## src/rtl/xtea_pkg.sv

```systemverilog
// xtea_pkg: shared constants and types for the XTEA mode core.
//   DELTA       - XTEA key-schedule constant.
//   mode_t      - chaining mode encoding (reserved code behaves as ECB).
//   state_t     - control FSM states.
//   delta_times - DELTA * R mod 2^32, the starting sum for an R-round decrypt.
package xtea_pkg;

  localparam logic [31:0] DELTA = 32'h9E3779B9;

  typedef enum logic [1:0] {
    MODE_ECB  = 2'b00,
    MODE_CBC  = 2'b01,
    MODE_CTR  = 2'b10,
    MODE_RSVD = 2'b11
  } mode_t;

  typedef enum logic [1:0] {
    ST_IDLE = 2'd0,
    ST_RUN  = 2'd1,
    ST_DONE = 2'd2
  } state_t;

  function automatic logic [31:0] delta_times(input logic [6:0] r);
    return DELTA * {25'd0, r};
  endfunction

endpackage

```

## src/rtl/xtea_round.sv

```systemverilog
// xtea_round: one combinational XTEA round (both half-updates).
//   v0_in/v1_in/sum_in - working state entering the round
//   key                - 128-bit key, key[127:96] is k[0]
//   encdec             - 1 encrypt (sum counts up), 0 decrypt (sum counts down)
//   v0_out/v1_out/sum_out - working state leaving the round
module xtea_round
  import xtea_pkg::*;
(
  input  logic [31:0]  v0_in,
  input  logic [31:0]  v1_in,
  input  logic [31:0]  sum_in,
  input  logic [127:0] key,
  input  logic         encdec,
  output logic [31:0]  v0_out,
  output logic [31:0]  v1_out,
  output logic [31:0]  sum_out
);

  function automatic logic [31:0] key_word(input logic [127:0] k, input logic [1:0] idx);
    case (idx)
      2'd0:    return k[127:96];
      2'd1:    return k[95:64];
      2'd2:    return k[63:32];
      default: return k[31:0];
    endcase
  endfunction

  function automatic logic [31:0] mix(input logic [31:0] x);
    return ((x << 4) ^ (x >> 5)) + x;
  endfunction

  logic [31:0] v0_t, v1_t, sum_t;

  // Decrypt undoes the encrypt half-steps in reverse order: v1 first with
  // the current sum, then v0 with the already-decremented sum.
  always_comb begin
    if (encdec) begin
      sum_t = sum_in + DELTA;
      v0_t  = v0_in + (mix(v1_in) ^ (sum_in + key_word(key, sum_in[1:0])));
      v1_t  = v1_in + (mix(v0_t) ^ (sum_t + key_word(key, sum_t[12:11])));
    end else begin
      sum_t = sum_in - DELTA;
      v1_t  = v1_in - (mix(v0_in) ^ (sum_in + key_word(key, sum_in[12:11])));
      v0_t  = v0_in - (mix(v1_t) ^ (sum_t + key_word(key, sum_t[1:0])));
    end
  end

  assign v0_out  = v0_t;
  assign v1_out  = v1_t;
  assign sum_out = sum_t;

endmodule

```

## src/rtl/xtea_mode_core.sv

```systemverilog
// xtea_mode_core: iterative XTEA engine with ECB/CBC/CTR chaining.
//   UNROLL         - rounds per clock (1, 2, 4, 8)
//   DEFAULT_ROUNDS - round count when rounds==0 and use_default==1
// Ports:
//   clk, reset                - clock, synchronous active-high reset
//   key, mode, encdec, rounds, use_default - block parameters, sampled at accept
//   iv, iv_load               - chain/counter load (honoured only in IDLE)
//   in_valid/in_ready/in_block    - input block stream
//   out_valid/out_ready/out_block - result stream
//   busy                      - high while a block is in RUN or DONE
module xtea_mode_core
  import xtea_pkg::*;
#(
  parameter int UNROLL         = 1,
  parameter int DEFAULT_ROUNDS = 32
)(
  input  logic         clk,
  input  logic         reset,
  input  logic [127:0] key,
  input  logic [63:0]  iv,
  input  logic         iv_load,
  input  logic [1:0]   mode,
  input  logic         encdec,
  input  logic [5:0]   rounds,
  input  logic         use_default,
  input  logic         in_valid,
  output logic         in_ready,
  input  logic [63:0]  in_block,
  output logic         out_valid,
  input  logic         out_ready,
  output logic [63:0]  out_block,
  output logic         busy
);

  state_t       state;
  logic [31:0]  v0, v1, sum;
  logic [6:0]   cnt;
  logic [127:0] key_r;
  mode_t        mode_r;
  logic         enc_r;
  logic [63:0]  blk_r;
  logic [63:0]  chain;

  logic         accept;
  mode_t        mode_in;
  logic         enc_in;
  logic [63:0]  cipher_in;
  logic [6:0]   r_eff, n_cyc, r_up;
  logic [63:0]  cipher, result, chain_next;

  assign in_ready = (state == ST_IDLE) && !iv_load && !reset;
  assign accept   = in_valid && in_ready;
  assign busy     = (state != ST_IDLE);
  assign mode_in  = mode_t'(mode);
  // CTR only ever runs the cipher forward to make keystream.
  assign enc_in   = (mode_in == MODE_CTR) ? 1'b1 : encdec;

  // Round count: 0 selects 64 or the default; then rounded up to whole cycles.
  always_comb begin
    if (rounds != 6'd0)   r_eff = {1'b0, rounds};
    else if (use_default) r_eff = 7'(DEFAULT_ROUNDS);
    else                  r_eff = 7'd64;
  end
  assign n_cyc = (r_eff + 7'(UNROLL - 1)) / 7'(UNROLL);
  assign r_up  = 7'(n_cyc * 7'(UNROLL));

  always_comb begin
    case (mode_in)
      MODE_CBC: cipher_in = encdec ? (in_block ^ chain) : in_block;
      MODE_CTR: cipher_in = chain;
      default:  cipher_in = in_block;
    endcase
  end

  // Unrolled round chain between the working registers
  logic [31:0] v0_c  [0:UNROLL];
  logic [31:0] v1_c  [0:UNROLL];
  logic [31:0] sum_c [0:UNROLL];

  assign v0_c[0]  = v0;
  assign v1_c[0]  = v1;
  assign sum_c[0] = sum;

  for (genvar g = 0; g < UNROLL; g++) begin : g_round
    xtea_round u_round (
      .v0_in  (v0_c[g]),
      .v1_in  (v1_c[g]),
      .sum_in (sum_c[g]),
      .key    (key_r),
      .encdec (enc_r),
      .v0_out (v0_c[g+1]),
      .v1_out (v1_c[g+1]),
      .sum_out(sum_c[g+1])
    );
  end

  assign cipher = {v0_c[UNROLL], v1_c[UNROLL]};

  always_comb begin
    result     = cipher;
    chain_next = chain;
    case (mode_r)
      MODE_CBC: begin
        if (enc_r) begin
          chain_next = cipher;
        end else begin
          result     = cipher ^ chain;
          chain_next = blk_r;
        end
      end
      MODE_CTR: begin
        result     = blk_r ^ cipher;
        chain_next = chain + 64'd1;
      end
      default: ;
    endcase
  end

  always_ff @(posedge clk) begin
    if (reset) begin
      state     <= ST_IDLE;
      v0        <= '0;
      v1        <= '0;
      sum       <= '0;
      cnt       <= '0;
      key_r     <= '0;
      mode_r    <= MODE_ECB;
      enc_r     <= 1'b0;
      blk_r     <= '0;
      chain     <= '0;
      out_valid <= 1'b0;
      out_block <= '0;
    end else begin
      case (state)
        // IDLE: iv load has priority over block accept
        ST_IDLE: begin
          if (iv_load) begin
            chain <= iv;
          end else if (accept) begin
            v0     <= cipher_in[63:32];
            v1     <= cipher_in[31:0];
            sum    <= enc_in ? 32'd0 : delta_times(r_up);
            cnt    <= n_cyc;
            key_r  <= key;
            mode_r <= mode_in;
            enc_r  <= enc_in;
            blk_r  <= in_block;
            state  <= ST_RUN;
          end
        end
        // RUN: the final iteration also registers the chained result
        ST_RUN: begin
          v0  <= v0_c[UNROLL];
          v1  <= v1_c[UNROLL];
          sum <= sum_c[UNROLL];
          cnt <= cnt - 7'd1;
          if (cnt == 7'd1) begin
            out_block <= result;
            chain     <= chain_next;
            out_valid <= 1'b1;
            state     <= ST_DONE;
          end
        end
        // DONE: hold result until taken
        ST_DONE: begin
          if (out_ready) begin
            out_valid <= 1'b0;
            state     <= ST_IDLE;
          end
        end
        default: state <= ST_IDLE;
      endcase
    end
  end

endmodule
```

## config.mk

```make
export PLATFORM = sky130hd
export DESIGN_NAME = xtea_mode_core
export DESIGN_NICKNAME = d
export VERILOG_FILES = /design/src/rtl/xtea_pkg.sv /design/src/rtl/xtea_round.sv /design/src/rtl/xtea_mode_core.sv
export SDC_FILE = /design/constraint.sdc
export NUM_CORES = 2
export LEC_CHECK = 0
export BUFFER_PORTS_ARGS = -buffer_cell sky130_fd_sc_hd__buf_2
export CAP_MARGIN = 20
export CORE_MARGIN = 2
export CORE_UTILIZATION = 40
export CTS_CLUSTER_SIZE = 30
export DETAILED_ROUTE_END_ITERATION = 7
export PLACE_DENSITY = 0.54
export SKIP_CTS_REPAIR_TIMING = 1
export SLEW_MARGIN = 20
export SYNTH_ARGS = -nofsm -noshare
export SYNTH_HDL_FRONTEND = slang
export SYNTH_SLANG_ARGS = --single-unit
```

## constraint.sdc

```tcl
create_clock -name clk -period 14.1 [get_ports clk]
set_clock_uncertainty 0.2 [all_clocks]
set_input_delay 4.23 -clock clk [delete_from_list [all_inputs] [get_ports clk]]
set_output_delay 4.23 -clock clk [all_outputs]
set_load 0.02 [all_outputs]
```

==> flow_summary.toml <==
[logic_synthesis]
yosys.area_share.simple = 0.184
yosys.area_share.xor_xnor = 0.133
avgSynthCellArea_um2 = 7.57
synth_fp_nets = 7445
synth_area_leader_cell = "dfxtp_1"
netlist_instances = 6660
ys_ff_latch = 429
synth_area_leaders = "dfxtp_1 (17%), ha_1 (11%), xnor2_1 (8.7%)"
syn_area_mm2 = 0.0504
synthArstFlopShare = 0
synth-edff-count = 0
synth_compound_area_frac = 0.270
synth_warnings = 0
synthMuxAreaShare = 0.0547
synthAdderAreaFrac = 0.136
yosysUniqueCellTypes = 91
yosys_most_used_dff = "dfxtp_1"
ys_seq_area_frac = 0.170
synth.top_cell.area_share = 0.170
synth_top_family_by_area = "compound AO/OA/AOI/OAI gates"

[final_layout]
drive_gt1_frac = 0.101
syn2layout_area_growth_pct = 10.1
final_cells = 8455
final_util = 0.443
nets = 7543

[setup_path]
crit_type = "reg2reg"
worstSetupEndpointType = "flop"
critical_path.most_common_cell = "xnor2_1"
cp_data_arrival_time_ps = 12940
critPathRequiredTime_ps = 14510
worst-path-max-fanout = 55
cp-start-kind = "flop"
slowest_stage = "xnor2_1"
critical-path-max-stage-delay_ps = 750

[flow_run]
maxCapViolations = 0

[timing]
period_share = 0.889
period_minus_slack_ps = 12540
max_slew_margin = 0.176
finalHoldViolCount = 0
timing.fmax_mhz = 79.8
fin_setup_tns_ps = 0
finalSetupViolCount = 0
rsz0062_at_grt = "no"
drv_slew = 0
tightest_slew_ps = 1230

[detailed_routing]
drc = 0
num_vias = 52700
drtAntennaViolNets = 0
drt_pass1_iterations = 8
initialDrtViolationCount = 6976
wl_per_cell_um = 26.9
vias_per_cell = 6.23
drt-total-wl_um = 228000
wl_met2_um = 93600
top_layer = "met5"
dr_wl_met3_um = 21800
wl_met1_um = 104000

[floorplanning]
rows = 130
die_h_um = 359
die_area_mm2 = 0.129
ios = 338
initial_utilization = 0.402
core_area_mm2 = 0.125
fp.dieW_um = 359

[cts]
clock_sink_count = 429
cts_tree = "done"
path_clk_slew_ps = 70
clk_path_buf_depth = 3
cts_buffers = 54
h-tree-depth = 2
cts_root_buf = "clkbuf_16"
worstSkewPairLatency_ps = 720

[global_routing]
groute.usage.overall = 0.337
grt_pass1_wl_um = 330000
grt_pass1_vias = 48600
antenna_found_initial = 4
overflow = 0
grt_max_degree = 154

[worst_hold_path]
hold_class = "reg2reg"

[placed_design]
port-buffer-count = 337
gp_congestion = 0.985
dp.cells = 8352
place_hpwl_um = 174000

[run_status]
status = "finished, final reports clean"
## routing by layer
metal  track usage  up-vias
met5             0        -
met4         0.114        2
met3        0.0470      351
met2         0.494     2810
met1         0.501    25300
li1              -    24200
## cell usage in the layout (no fill, tap or decap), types with 66 or more instances in the layout
master    synthesis  final
nand2_1         777    775
a21oi_1         509    508
xnor2_1         500    500
nor2_1          489    487
ha_1            457    451
o21ai_0         446    446
dfxtp_1         429    426
buf_2             2    335
inv_1           293    293
xor2_1          247    247
a21o_1          219    218
nand3_1         148    148
nand3b_1        140    140
mux2i_1         127    127
a211oi_1        125    125
nor3_1          117    116
buf_4             0    110
o211ai_1        109    109
a21boi_0         86     86
o31ai_1          84     84
nor2b_1          76     75
a222oi_1         66     66
## kinds of logic after synthesis
| family | after synthesis |
|---|---|
| multiplexers | 195 |
| flip-flops | 429 |
| XOR/XNOR | 755 |
| AO/OA/AOI/OAI | 2066 |
| AND/OR/NAND/NOR | 1999 |
| buffers and inverters | 702 |
| adder cells (fa/ha/maj) | 514 |
## worst max-delay path: cells and delay by family (launching register included)
family | cells | cell delay (ps)
AO/OA/AOI/OAI | 18 | 4700
AND/OR/NAND/NOR | 9 | 2030
XOR/XNOR | 7 | 1920
adder cells (fa/ha/maj) | 5 | 1890
buffers and inverters | 2 | 740
multiplexers | 2 | 540
flip-flops | 1 | 410
## per-stage QoR
stage               hold WS, ps  worst slack, ps  area, um2
floorplan                   260             2520      50400
global placement            260             1720      53700
detailed placement          264             1860      53700
CTS                         273             1790      55600
global route                296              830      55600
finish                      278             1560      55600
## cells in the mapped netlist (86+ instances only)
cell type	number
a21o_1	219
nand2_1	777
a211oi_1	125
nor3_1	117
xor2_1	247
xnor2_1	500
ha_1	457
a21boi_0	86
o21ai_0	446
nand3_1	148
mux2i_1	127
a21oi_1	509
nor2_1	489
clkbuf_1	375
nand3b_1	140
o211ai_1	109
inv_1	293
dfxtp_1	429
## layout make-up
class / count / area, um2
Antenna cell: 2 / 5.00
Clock buffer: 75 / 1580
Tap cell: 1650 / 2060
Multi-Input combinational cell: 5529 / 39300
Inverter: 296 / 1110
Timing Repair Buffer: 448 / 2560
Clock inverter: 26 / 303
Sequential cell: 429 / 8590
Fill cell: 12900 / 69800
## final timing paths
kind | end | start | cells after the start | slack, ps
max | out_block[24] | sum[0] | 43 | 1560
min | out_block[30] | out_block[30] | 2 | 280
max reg2reg | out_block[24] | sum[0] | 43 | 1560
min reg2reg | out_block[30] | out_block[30] | 2 | 280
## state kept, by name, summed over array words and instances (netlist names), 7 cells and up
register,cells
sum,32
chain,64
cnt,7
v1,32
blk_r,64
key_r,128
v0,32
out_block,64
Power is not shown: default switching activity piles up to over one toggle a cycle in this logic, so the estimate is an artifact.
